[src/rtl/seq_mul_pkg.sv]
`default_nettype none
// ============================================================================
// Module      : seq_mul_pkg
// Description : Shared types and elaboration helpers for the iterative
//               unsigned multiplier (state encoding, iteration count,
//               counter width).
// Revision    : 1.0 - initial release
// ============================================================================
package seq_mul_pkg;

    // Controller states; encoding fixed so the state register is 2 bits wide.
    typedef enum logic [1:0] {
        IDLE = 2'd0,
        RUN  = 2'd1,
        DONE = 2'd2
    } seq_mul_state_t;

    // Number of iterations needed to retire every multiplier bit.
    function automatic int seq_mul_steps(input int word_width, input int bits_per_cycle);
        return word_width / bits_per_cycle;
    endfunction

    // Counter must be able to hold the value N itself, hence N+1 codes.
    function automatic int seq_mul_cnt_width(input int steps);
        return $clog2(steps + 1);
    endfunction

endpackage
`default_nettype wire

[src/rtl/seq_mul_step.sv]
`default_nettype none
// ============================================================================
// Module      : seq_mul_step
// Description : Combinational single-iteration datapath of the iterative
//               multiplier. Adds mcand * b_chunk to the accumulator as a sum
//               of shifted partial products and advances the multiplicand.
// Revision    : 1.0 - initial release
// ============================================================================
module seq_mul_step
    import seq_mul_pkg::*;
#(
    parameter int WORD_WIDTH     = 16,
    parameter int BITS_PER_CYCLE = 1
) (
    input  logic [2*WORD_WIDTH-1:0]   i_acc,
    input  logic [2*WORD_WIDTH-1:0]   i_mcand,
    input  logic [BITS_PER_CYCLE-1:0] i_b_chunk,
    output logic [2*WORD_WIDTH-1:0]   o_acc_next,
    output logic [2*WORD_WIDTH-1:0]   o_mcand_next
);

    localparam int c_pw = 2 * WORD_WIDTH;

    logic [c_pw-1:0] w_pp [BITS_PER_CYCLE];
    logic [c_pw-1:0] w_sum;

    // One partial product per multiplier bit in the chunk: mcand shifted by
    // the bit position, gated by that bit.
    for (genvar gi = 0; gi < BITS_PER_CYCLE; gi++) begin : g_pp
        assign w_pp[gi] = i_b_chunk[gi] ? (i_mcand << gi) : '0;
    end

    // Accumulate the partial products onto the running sum; the full product
    // fits in 2*WORD_WIDTH bits so no carry out is lost.
    always_comb begin
        w_sum = i_acc;
        for (int i = 0; i < BITS_PER_CYCLE; i++) begin
            w_sum = w_sum + w_pp[i];
        end
    end

    assign o_acc_next   = w_sum;
    assign o_mcand_next = i_mcand << BITS_PER_CYCLE;

endmodule
`default_nettype wire

[src/rtl/seq_multiplier.sv]
`default_nettype none
// ============================================================================
// Module      : seq_multiplier
// Description : Iterative unsigned multiplier with valid/ready handshakes.
//               Retires BITS_PER_CYCLE multiplier bits per clock and presents
//               the exact 2*WORD_WIDTH-bit product after N = WORD_WIDTH /
//               BITS_PER_CYCLE cycles.
//               Optional build macro SEQ_MUL_EARLY_TERM_EN: finish as soon as
//               the remaining multiplier bits are all zero.
// Revision    : 1.0 - initial release
// ============================================================================
module seq_multiplier
    import seq_mul_pkg::*;
#(
    parameter int WORD_WIDTH     = 16,
    parameter int BITS_PER_CYCLE = 1
) (
    input  logic                    clk,
    input  logic                    rst,
    input  logic                    in_valid,
    output logic                    in_ready,
    input  logic [WORD_WIDTH-1:0]   a,
    input  logic [WORD_WIDTH-1:0]   b,
    output logic                    out_valid,
    input  logic                    out_ready,
    output logic [2*WORD_WIDTH-1:0] product,
    output logic                    busy
);

    localparam int c_pw    = 2 * WORD_WIDTH;
    localparam int c_steps = seq_mul_steps(WORD_WIDTH, BITS_PER_CYCLE);
    localparam int c_cnt_w = seq_mul_cnt_width(c_steps);

    seq_mul_state_t r_state;
    seq_mul_state_t w_state_nxt;

    logic [c_pw-1:0]       r_acc;
    logic [c_pw-1:0]       r_mcand;
    logic [WORD_WIDTH-1:0] r_b;
    logic [c_cnt_w-1:0]    r_cnt;
    logic                  r_out_valid;
    logic                  r_busy;

    logic [c_pw-1:0]       w_acc_nxt;
    logic [c_pw-1:0]       w_mcand_nxt;
    logic [WORD_WIDTH-1:0] w_b_shift;
    logic                  w_accept;
    logic                  w_last;

    seq_mul_step #(
        .WORD_WIDTH     (WORD_WIDTH),
        .BITS_PER_CYCLE (BITS_PER_CYCLE)
    ) u_step (
        .i_acc        (r_acc),
        .i_mcand      (r_mcand),
        .i_b_chunk    (r_b[BITS_PER_CYCLE-1:0]),
        .o_acc_next   (w_acc_nxt),
        .o_mcand_next (w_mcand_nxt)
    );

    assign w_b_shift = r_b >> BITS_PER_CYCLE;

`ifdef SEQ_MUL_EARLY_TERM_EN
    // Stop on the final count or once no multiplier bits remain after this step.
    assign w_last = (r_cnt == c_cnt_w'(1)) || (w_b_shift == '0);
`else
    // Fixed latency: always run the full N iterations.
    assign w_last = (r_cnt == c_cnt_w'(1));
`endif

    // Only IDLE accepts operands; reset masks readiness immediately.
    assign in_ready = (r_state == IDLE) && !rst;

    // State register.
    always_ff @(posedge clk) begin
        if (rst) begin
            r_state <= IDLE;
        end else begin
            r_state <= w_state_nxt;
        end
    end

    // Next-state logic and operand acceptance strobe.
    always_comb begin
        w_state_nxt = r_state;
        w_accept    = 1'b0;
        case (r_state)
            IDLE: begin
                if (in_valid) begin
                    w_accept    = 1'b1;
                    w_state_nxt = RUN;
                end
            end
            RUN: begin
                if (w_last) begin
                    w_state_nxt = DONE;
                end
            end
            DONE: begin
                if (out_ready) begin
                    w_state_nxt = IDLE;
                end
            end
            default: begin
                w_state_nxt = IDLE;
            end
        endcase
    end

    // Datapath: load operands on accept, then one shift-add step per RUN cycle.
    always_ff @(posedge clk) begin
        if (rst) begin
            r_acc   <= '0;
            r_mcand <= '0;
            r_b     <= '0;
            r_cnt   <= '0;
        end else if (w_accept) begin
            r_acc   <= '0;
            r_mcand <= {{WORD_WIDTH{1'b0}}, a};
            r_b     <= b;
            r_cnt   <= c_cnt_w'(c_steps);
        end else if (r_state == RUN) begin
            r_acc   <= w_acc_nxt;
            r_mcand <= w_mcand_nxt;
            r_b     <= w_b_shift;
            r_cnt   <= r_cnt - c_cnt_w'(1);
        end
    end

    // Registered status flags derived from the upcoming state.
    always_ff @(posedge clk) begin
        if (rst) begin
            r_out_valid <= 1'b0;
            r_busy      <= 1'b0;
        end else begin
            r_out_valid <= (w_state_nxt == DONE);
            r_busy      <= (w_state_nxt != IDLE);
        end
    end

    assign out_valid = r_out_valid;
    assign busy      = r_busy;
    assign product   = r_acc;

endmodule
`default_nettype wire

[config.mk]
export PLATFORM = sky130hd
export DESIGN_NAME = seq_multiplier
export DESIGN_NICKNAME = d
export VERILOG_FILES = /design/src/rtl/seq_mul_pkg.sv /design/src/rtl/seq_mul_step.sv /design/src/rtl/seq_multiplier.sv
export SDC_FILE = /design/constraint.sdc
export NUM_CORES = 1
export LEC_CHECK = 0
export ABC_AREA = 1
export ABC_CLOCK_PERIOD_IN_PS = 4700
export CORE_MARGIN = 2
export CORE_UTILIZATION = 35
export CTS_CLUSTER_SIZE = 20
export DETAILED_ROUTE_END_ITERATION = 7
export HOLD_SLACK_MARGIN = 0.1
export SLEW_MARGIN = 20
export SYNTH_ARGS = -nofsm -noshare
export SYNTH_HDL_FRONTEND = slang
export SYNTH_SLANG_ARGS = --single-unit
[constraint.sdc]
create_clock -name clk -period 4.7 [get_ports clk]
set_input_delay 0.47 -clock clk [delete_from_list [all_inputs] [get_ports clk]]
set_output_delay 0.47 -clock clk [all_outputs]
set_load 0.02 [all_outputs]
# After elaboration in Yosys (flattened, before gate mapping)
# Cells that the tools add are included.
# Widths: inputs -> output; s select.
[classes]
mux = 13
n_eq_ne = 4
reduce_logical = 6
addsub = 2
[ops]
columns = ["op", "n"]
rows = [
  ["$mux 16", 4],
  ["$add 32x32->32", 1],
  ["$mux 32", 1],
  ["$mux 5", 2],
  ["$mux 2", 3],
  ["$pmux 2 s3", 1],
  ["$eq 5x1->1 const B", 1],
  ["$sub 5x1->5 const B", 1],
  ["$eq 2x2->1 const B", 2],
  ["$reduce_bool 2->1", 2],
  ["$eq 2x1->1 const B", 1],
  ["$logic_not 2->1", 1],
  ["$mux 1", 2],
  ["$reduce_or 2->1", 1],
  ["$logic_and 1x1->1", 1],
  ["$logic_not 1->1", 1],
]
[word_totals]
wordCells = 34
in_bits = 36
out_inout_bits = 35
register_bits = 89

# Logic depth before layout (Yosys ltp)
[depth]
word_depth = 4
ltp_mapped = 17
ltp_nobuf = 15

# Cells and area by module
# Synthesis repeated with hierarchy kept, for this count alone.
[hier_totals]
cells_unflattened = 1037
area_unflattened_um2 = 6148.4
[modules_own_cells]
columns = ["mod", "instances", "cells_per_inst", "area_each_um2", "seq_area_each_um2"]
rows = [
  ["seq_multiplier", 1, 444, 3330.7, 1781.7],
  ["seq_mul_step", 1, 593, 2817.7, 0.0],
]

# Worst setup path before layout
# Ideal clock, no wire load.
[synth_path]
kind = "flip-flop to flip-flop"
from = "register r_b[0]"
to = "register r_acc[24] (netlist: product[24])"
stages_incl_launch_ff = 17
t_required_ps = 4591
setup_time_ps = 109
slack_ps = 2547
arrival_ps = 2044
synth_period_minus_slack_ps = 2153
path_buffers = 2
cell_sequence = "dfxtp_1 -> clkbuf_1 -> clkbuf_1 -> nand2_1 -> inv_1 -> ha_1 -> fa_1 -> nand3_1 -> nand3_1 -> nand2_1 -> nand2_1 -> nand3_1 -> nand3_1 -> nand2_1 -> nand3_1 -> nand2_1 -> inv_1"
[synth_between]
elab_chain_cells = 2
[synth_rtl]
columns = ["item", "line", "text"]
rows = [
  ["start: declaration", "seq_multiplier.sv:39", "logic [WORD_WIDTH-1:0] r_b;"],
  ["start signal: assignment", "seq_multiplier.sv:125", "r_b <= w_b_shift;"],
  ["$mux 32", "seq_mul_step.sv:30", "assign w_pp[gi] = i_b_chunk[gi] ? (i_mcand << gi) : '0;"],
  ["$add 32x32->32", "seq_mul_step.sv:38", "w_sum = w_sum + w_pp[i];"],
  ["end signal: assignment", "seq_multiplier.sv:123", "r_acc <= w_acc_nxt;"],
  ["end: declaration", "seq_multiplier.sv:37", "logic [c_pw-1:0] r_acc;"],
]
# No other way between the ends.
# A chain may end at the register's enable or synchronous reset.

# Final worst setup path
[layout_path]
from = "register r_b[0]"
to = "register r_acc[29] (netlist: product[29])"
# Same word-level chain as after synthesis.

==> summary.md <==
| Metric | Value |
|---|---|
| Starting Density | `35.5%` |
| Initial antenna violation count | `0` |
| Ys async rst share | `0%` |
| Crit path launch | `r_b[0]` |
| Yosys cell types | `30` |
| Synth Cell Area | `6080 um2` |
| Largest fanout on the critical path | `33` |
| Global-route wire length before repair | `26.8 mm` |
| Syn Nets | `1100` |
| Final Skew | `0.00945 ns` |
| Top cell type's share of synthesized area | `29.3%` |
| Post CTS Setup Buffer Count | `0` |
| Clk_lat worst skew | `0.36 ns` |
| Total power | `1.96 mW` |
| Slew Viols, Final | `0` |
| Final Setup Violations | `0` |
| Hold buffers post-CTS | `0` |
| Slew headroom | `31.3%` |
| Syn avg cell area | `5.90 um2` |
| Synth-to-Final Area Change | `19.7%` |
| Layout cell share with drive strength beyond 1 | `5.06%` |
| DP Worst Slack | `1.75 ns` |
| Clock-pin slew on the worst setup and hold paths | `0.07 ns` |
| Gr ovfl total | `0` |
| CTS tree | `built` |
| Fillers | `1862` |
| Sequential share of the synthesized area | `29.3%` |
| DR WL/cell | `12.1 um` |
| Leakage | `3.86 nW` |
| Final WS setup | `2.17 ns` |
| Synthesized flop and latch total | `89` |
| Critical path class | `reg2reg` |
| Gate Count Post-Synth | `1030` |
| # diodes | `0` |
| Ys Warns | `0` |
| Area leader, netlist | `dfxtp_1` |
| H-tree depth | `3` |
| RR Startpoint | `r_b[0]` |
| Worst-margin pin slew | `1.03 ns` |
| Core Footprint | `17100 um2` |
| CP Data Arrival Time | `2.78 ns` |
| Outcome | `complete, no violations` |
| Die area | `18400 um2` |
| Clock Path Buffers | `2` |
| TritonCTS buffer count | `9` |
| Pwr dens | `270 nW/um2` |
| Max cap viols | `0` |
| Port bufs | `70` |
| Worst endpoint required time | `4.95 ns` |
| Die X | `136 um` |
| Vias/cell | `4.52` |
| Via count | `5923` |
| Worst min path class | `reg2reg` |
| Multi-input gate area | `3460 um2` |
| Number of synthesized flops with an enable pin | `0` |
| CTS root buf | `clkbuf_16` |
| DIE HEIGHT | `136 um` |
| Largest net degree at the start of global routing | `102` |
| CP Launch Type | `flip-flop` |
| Residual DRC count | `0` |
| RePlAce Congestion | `0.873` |
| RSZ-0062 raised after global routing | `no` |
| Most common cell in the netlist | `nand2_1` |
| Vias in the first global route | `5517` |
| Tmin final | `2.53 ns` |
| Setup tns final | `0 ns` |
| Most frequent cells after synthesis | `nand2_1, inv_1, nor2_1, dfxtp_1, a21oi_1` |
| HPWL Detailed | `11.9 mm` |
| Final Cycle Share | `53.9%` |
| Post-cts sizing count | `0` |
| DR pass1 iterations | `5` |
| DRT iter0 DRCs | `403` |
| Main synth FF type | `dfxtp_1` |
| Post-route ant nets | `0` |
| Crit. End Element | `flip-flop` |
| Sequential cell area | `1780 um2` |
| Total Wirelength | `15.9 mm` |
| Max VDD drop | `188 uV` |
| Fin. Hold Viols | `0` |
| Worst Hold Launch | `r_b[15]` |
| Max Fclk | `0.395 GHz` |
| Core Rows | `48` |
| Nets | `1152` |
| GRT Total Usage | `18.3%` |
| # IOs | `71` |
| Synth top area cells | `dfxtp_1, nand2_1, inv_1` |
| Sink Count | `89` |
through the flow:
stage,instance area [um2],hold WS [ns],util (%),instances
final,7270,0.462,42.5,1311
after global placement,6950,0.449,40.6,1296
after floorplan,6080,0.440,-,1030
after global routing,7270,0.495,42.5,1311
after CTS,7270,0.466,42.5,1311
after detailed placement,6950,0.457,40.6,1296
kinds of logic (layout without fill, tap and decap cells):
logic type               count (synthesis)  after routing  share of synthesized area (%)
AO/OA/AOI/OAI                          101            101                           9.22
XOR/XNOR                                15             15                           2.16
adder cells (fa/ha/maj)                 34             34                           7.12
buffers and inverters                  219            275                           13.9
flip-flops                              89             89                           29.3
AND/OR/NAND/NOR                        572            572                           38.3
path summary, 6_finish.rpt:
check	endpoint	slack, ns	cells after the start
setup / recovery	product[29]	2.17	15
hold / removal	r_b[15]	0.46	2
setup reg to reg	product[29]	2.17	15
hold reg to reg	r_b[15]	0.46	2
cells in the final DEF (no fill, tap or decap), types with 14 or more instances in the layout:
cell and instances:
nand2_2 14, a21oi_1 45, dfxtp_1 88, inv_1 179, nand2_1 394, nor2_1 98
clkdlybuf4s50_1 70, ha_1 33, a31oi_1 31, nand3_1 42
state kept, by name, indices dropped and copies added (netlist names):
name and flops:
r_b 16, busy 1, r_cnt 5, out_valid 1
product 32, r_state 2, r_mcand 32
per-layer routing:
layer  wire length, um  GRT usage (%)
met5                 0              0
met4               215           5.56
met3               678           3.18
met2              6820           28.3
met1              8210           25.8
layout make-up:
| cell class | count | area share (%) |
|---|---|---|
| clock buffer | 9 | 3.10 |
| clock inverter | 6 | 1.38 |
| inverter | 187 | 9.65 |
| multi-input combinational | 722 | 47.5 |
| sequential | 89 | 24.5 |
| tap | 225 | 3.87 |
| timing repair buffer | 73 | 9.94 |
report_power, final:
group          switching [mW]  internal (mW)  leakage (nW)  total [mW]
Sequential             0.0410          0.797         0.727       0.838
Combinational           0.186          0.127          2.98       0.313
Clock                   0.340          0.473         0.160       0.812
Total                   0.566           1.40          3.86        1.96
critical path, cell delays in order (launching register included):
cell and delay, ns:
dfxtp_2 0.76, nand2_1 0.16, inv_1 0.11, ha_1 0.27, nand2_1 0.14, inv_2 0.05
nand2_1 0.09, inv_1 0.07, a21oi_1 0.18, nand2_2 0.12, nand2_1 0.15, nand2_1 0.06
nand2_1 0.06, nand3_1 0.07, nand2_1 0.10, inv_1 0.03
Note: power is estimated with default switching activity, not from simulation.
==> RTL change 1 (same flow settings) <==
The 3 states of `seq_mul_state_t` get a one-hot encoding in 3 bits.
--- a/src/rtl/seq_mul_pkg.sv
+++ b/src/rtl/seq_mul_pkg.sv
@@ -11,6 +11,6 @@
     // Controller states; encoding fixed so the state register is 2 bits wide.
-    typedef enum logic [1:0] {
-        IDLE = 2'd0,
-        RUN  = 2'd1,
-        DONE = 2'd2
+    typedef enum logic [2:0] {
+        IDLE = 3'b001,
+        RUN  = 3'b010,
+        DONE = 3'b100
     } seq_mul_state_t;
Behaviour: no difference found for any inputs over 4 cycles, from zero or initial values and one cycle with rst high; so few cycles prove little.
==> RTL change 1 against the original RTL <==
- count of clock-buffer cells in the layout stayed put
- wire length rose by 2.8%
- design area fell by 0.12%
- critical endpoint is now product[4]$_SDFFE_PP0P_
- non-clock buffer count rose by 2
- final cell count up 0.69%
- area after synthesis up 0.49%
- sequential power is 16% higher
- setup slack got worse by 160 ps
- sequential cell count is 1 higher
- total power increased by 21%
==> RTL change 1: results (changes against the original RTL) <==
r2r endpoint product[4]$_SDFFE_PP0P_; largest net degree at the start of global routing 53 (-48%); fraction of final layout cells sized beyond drive strength 1 3.65% (-1.4 points); Total GRT Usage 18.6% (+0.35 points); synth cell count leaders 402 x nand2_1, 186 x inv_1, 104 x nor2_1, 90 x dfxtp_1, 45 x a21oi_1; routed len/inst 12.4 um (+2.1%); Max rail drop VDD 328 uV (+74%); CP peak stage delay 780 ps (+20 ps); Layout Nets 1,160 (+0.69%); Via density 4.60 (+1.7%); worst slew slack as a fraction of its limit 48.1% (+17 points); DR iter-0 viols 461 (+14%); pre-CTS WS 1830 ps (+76.4 ps); fmax 371 MHz (-6.1%); post-placement cell area 0.00695 mm2 (+0.11%); clock group power 0.783 mW (-3.6%); Sequential Power 0.968 mW (+16%); Int Pwr 1.53 mW (+9.2%); GRT met1 Usage 26.8% (+1.0 points); Synth area leaders dfxtp_1 30%, nand2_1 25%, inv_1 11%, ha_1 6.8%, nor2_1 6.4%; leak pwr 3.82 nW (-1.2%); clock network fraction of total power 32.9% (-8.5 points); HPWL after DPL 12,100 um (+1.4%); Seq/Total Area, Yosys 29.5% (+0.18 points); M1 WL 8510 um (+3.7%); synth unique cells 33 (+10%); CP top delay family buffers and inverters; worst r2r src r_state[1]$_SDFF_PP0_; R2R cell count 7 (-8); Crit Path Max Fanout 38 (+15%); Post-Syn Nets 1,107 (+0.64%); status complete, no violations; met2 usage 27.7% (-0.56 points); hold slack 469 ps (+7.10 ps); met3 WL 769 um (+13%); met3 Resource Use GR 2.95% (-0.23 points)
[RTL change 1: logic make-up (layout without fill, tap and decap cells)]
kind of cell / Yosys count / count (layout) / share of synthesized area (%)
AO/OA/AOI/OAI: 100 / 100 / 9.24
XOR/XNOR: 15 / 15 / 2.15
adder cells (fa/ha/maj): 34 / 34 / 7.09
buffers and inverters: 222 / 280 / 14.5
flip-flops: 90 / 90 / 29.5
AND/OR/NAND/NOR: 576 / 576 / 37.6
[RTL change 1: metrics by stage]
| stage | util, % | instances |
|---|---|---|
| finish | 42.3 | 1320 |
| global route | 42.3 | 1320 |
| CTS | 42.3 | 1320 |
| detailed placement | 40.5 | 1304 |
| global placement | 40.5 | 1304 |
| floorplan | - | 1037 |
[RTL change 1: layout make-up]
type	count	area, um2
Fill cell	1911	9910
Timing Repair Buffer	75	738
Tap cell	225	282
Clock inverter	7	83.8
Multi-Input combinational cell	725	3420
Clock buffer	9	225
Sequential cell	90	1800
Inverter	189	709
==> RTL change 2 (same settings) <==
Made on the original files. Add a define of `SEQ_MUL_EARLY_TERM_EN`.
--- a/src/rtl/seq_multiplier.sv
+++ b/src/rtl/seq_multiplier.sv
@@ -11,2 +11,4 @@
 // ============================================================================
+`define SEQ_MUL_EARLY_TERM_EN
+
 module seq_multiplier
Function: changed (a bounded check fails within 4 cycles, from zero or initial values and one cycle with rst high).
==> RTL change 2 against the original RTL <==
- global-route usage is 0.65 points higher
- design area is 0.64% higher
- sequential share of layout area is 0.16 points lower
- utilization hardly changed
- sequential power is 7.4% higher
- wire length is 3.7% higher
- clock skew is 1.3 ps lower
- via count is 0.79% higher
- total power is 15% higher
- setup slack better by 96 ps
- critical endpoint is now product[22]$_SDFFE_PP0P_
- largest cell class unchanged
- sequential cell count stayed put
- maximum frequency is 3.9% higher
- die area is 1.4% higher
- area after synthesis is 1.5% higher
==> RTL change 2: results (changes against the original RTL) <==
CTS root buffer clkbuf_16; clock buffer count 10 (+1); DR iter-0 viols 289 (-28%); worst slew slack as a fraction of its limit 30.1% (-1.3 points); Synth area leaders dfxtp_1 29%, nand2_1 24%, inv_1 11%, ha_1 6.7%, nor2_1 5.8%; Total GRT Usage 18.9% (+0.65 points); post-placement cell area 0.00699 mm2 (+0.65%); Buffers, non-clock 72 (-1.4%); clock network fraction of total power 36.0% (-5.4 points); H-tree Lvls 3 (unchanged); synth cell count leaders 401 x nand2_1, 183 x inv_1, 95 x nor2_1, 89 x dfxtp_1, 41 x a21oi_1; HPWL after DPL 12,400 um (+3.9%); Inverters 189 (+1.1%); pre-CTS WS 1870 ps (+113 ps); Non-Filler Instances 1,318 (+0.53%); Gate Count Post-Synth 1,037 (+0.68%); GRT met1 Usage 26.8% (+1.0 points); vias in the first global route 5,611 (+1.7%); CP arrival 2700 ps (-80 ps); FF+latch area 0.00178 mm2 (unchanged); largest net degree at the start of global routing 100 (-2.0%); global-route wire length before repair 27,800 um (+3.6%); status complete, no violations; Post-Syn Nets 1,107 (+0.64%); Layout Utilization 42.5% (about the same); Final Total Pwr 2.26 mW (+15%); synth unique cells 37 (+23%); Non-clock buffer share 9.78% (-0.17 points); Seq/Total Area, Yosys 28.9% (-0.42 points); multi-input gate share of the layout cell area 47.8% (+0.28 points); multi-input gates 727 (+0.69%); M1 WL 8350 um (+1.8%); fraction of final layout cells sized beyond drive strength 1 4.94% (-0.12 points); leak pwr 3.92 nW (+1.4%); Psw 0.748 mW (+32%); fillers 1,848 (-0.75%); sequential share of power 39.9% (-2.8 points); met3 Resource Use GR 4.00% (+0.82 points); DRT Wirelength 16,500 um (+3.7%); Final Skew 8.15 ps (-1.29 ps); ClkCell Share 4.46% (-0.011 points); DR WL met2 6910 um (+1.3%); area growth from synthesis to layout 18.7%; Layout Nets 1,158 (+0.52%); RePlAce Congestion 0.901 (+3.3%); Via density 4.53 (+0.26%); met3 WL 946 um (+40%); pwr/cell area 308 mW/mm2 (+14%)
==> RTL change 2: final timing paths <==
check,startpoint,to,cells past startpoint,slack (ps)
hold / removal,r_mcand[31]$_SDFFE_PP0P_,r_mcand[31]$_SDFFE_PP0P_,2,470
setup reg to reg,r_b[0]$_SDFFE_PP0P_,product[22]$_SDFFE_PP0P_,15,2260
setup / recovery,r_b[0]$_SDFFE_PP0P_,product[22]$_SDFFE_PP0P_,15,2260
hold reg to reg,r_mcand[31]$_SDFFE_PP0P_,r_mcand[31]$_SDFFE_PP0P_,2,470
==> RTL change 2: cells by family (layout without fill, tap and decap cells) <==
kind of cell    after synthesis  count (layout)  share of synthesized area, %
xor+xnor                     15              15                          2.13
fa+ha+maj                    34              34                          7.02
simple gates                578             578                          38.4
buf+inv                     221             277                          14.3
flops                        89              89                          28.9
compound gates              100             100                          9.23
==> RTL change 2: worst min-delay path: stages (launching register included) <==
cell,delay [ps]
dfxtp_1,310
nand2_1,60
a21oi_1,60
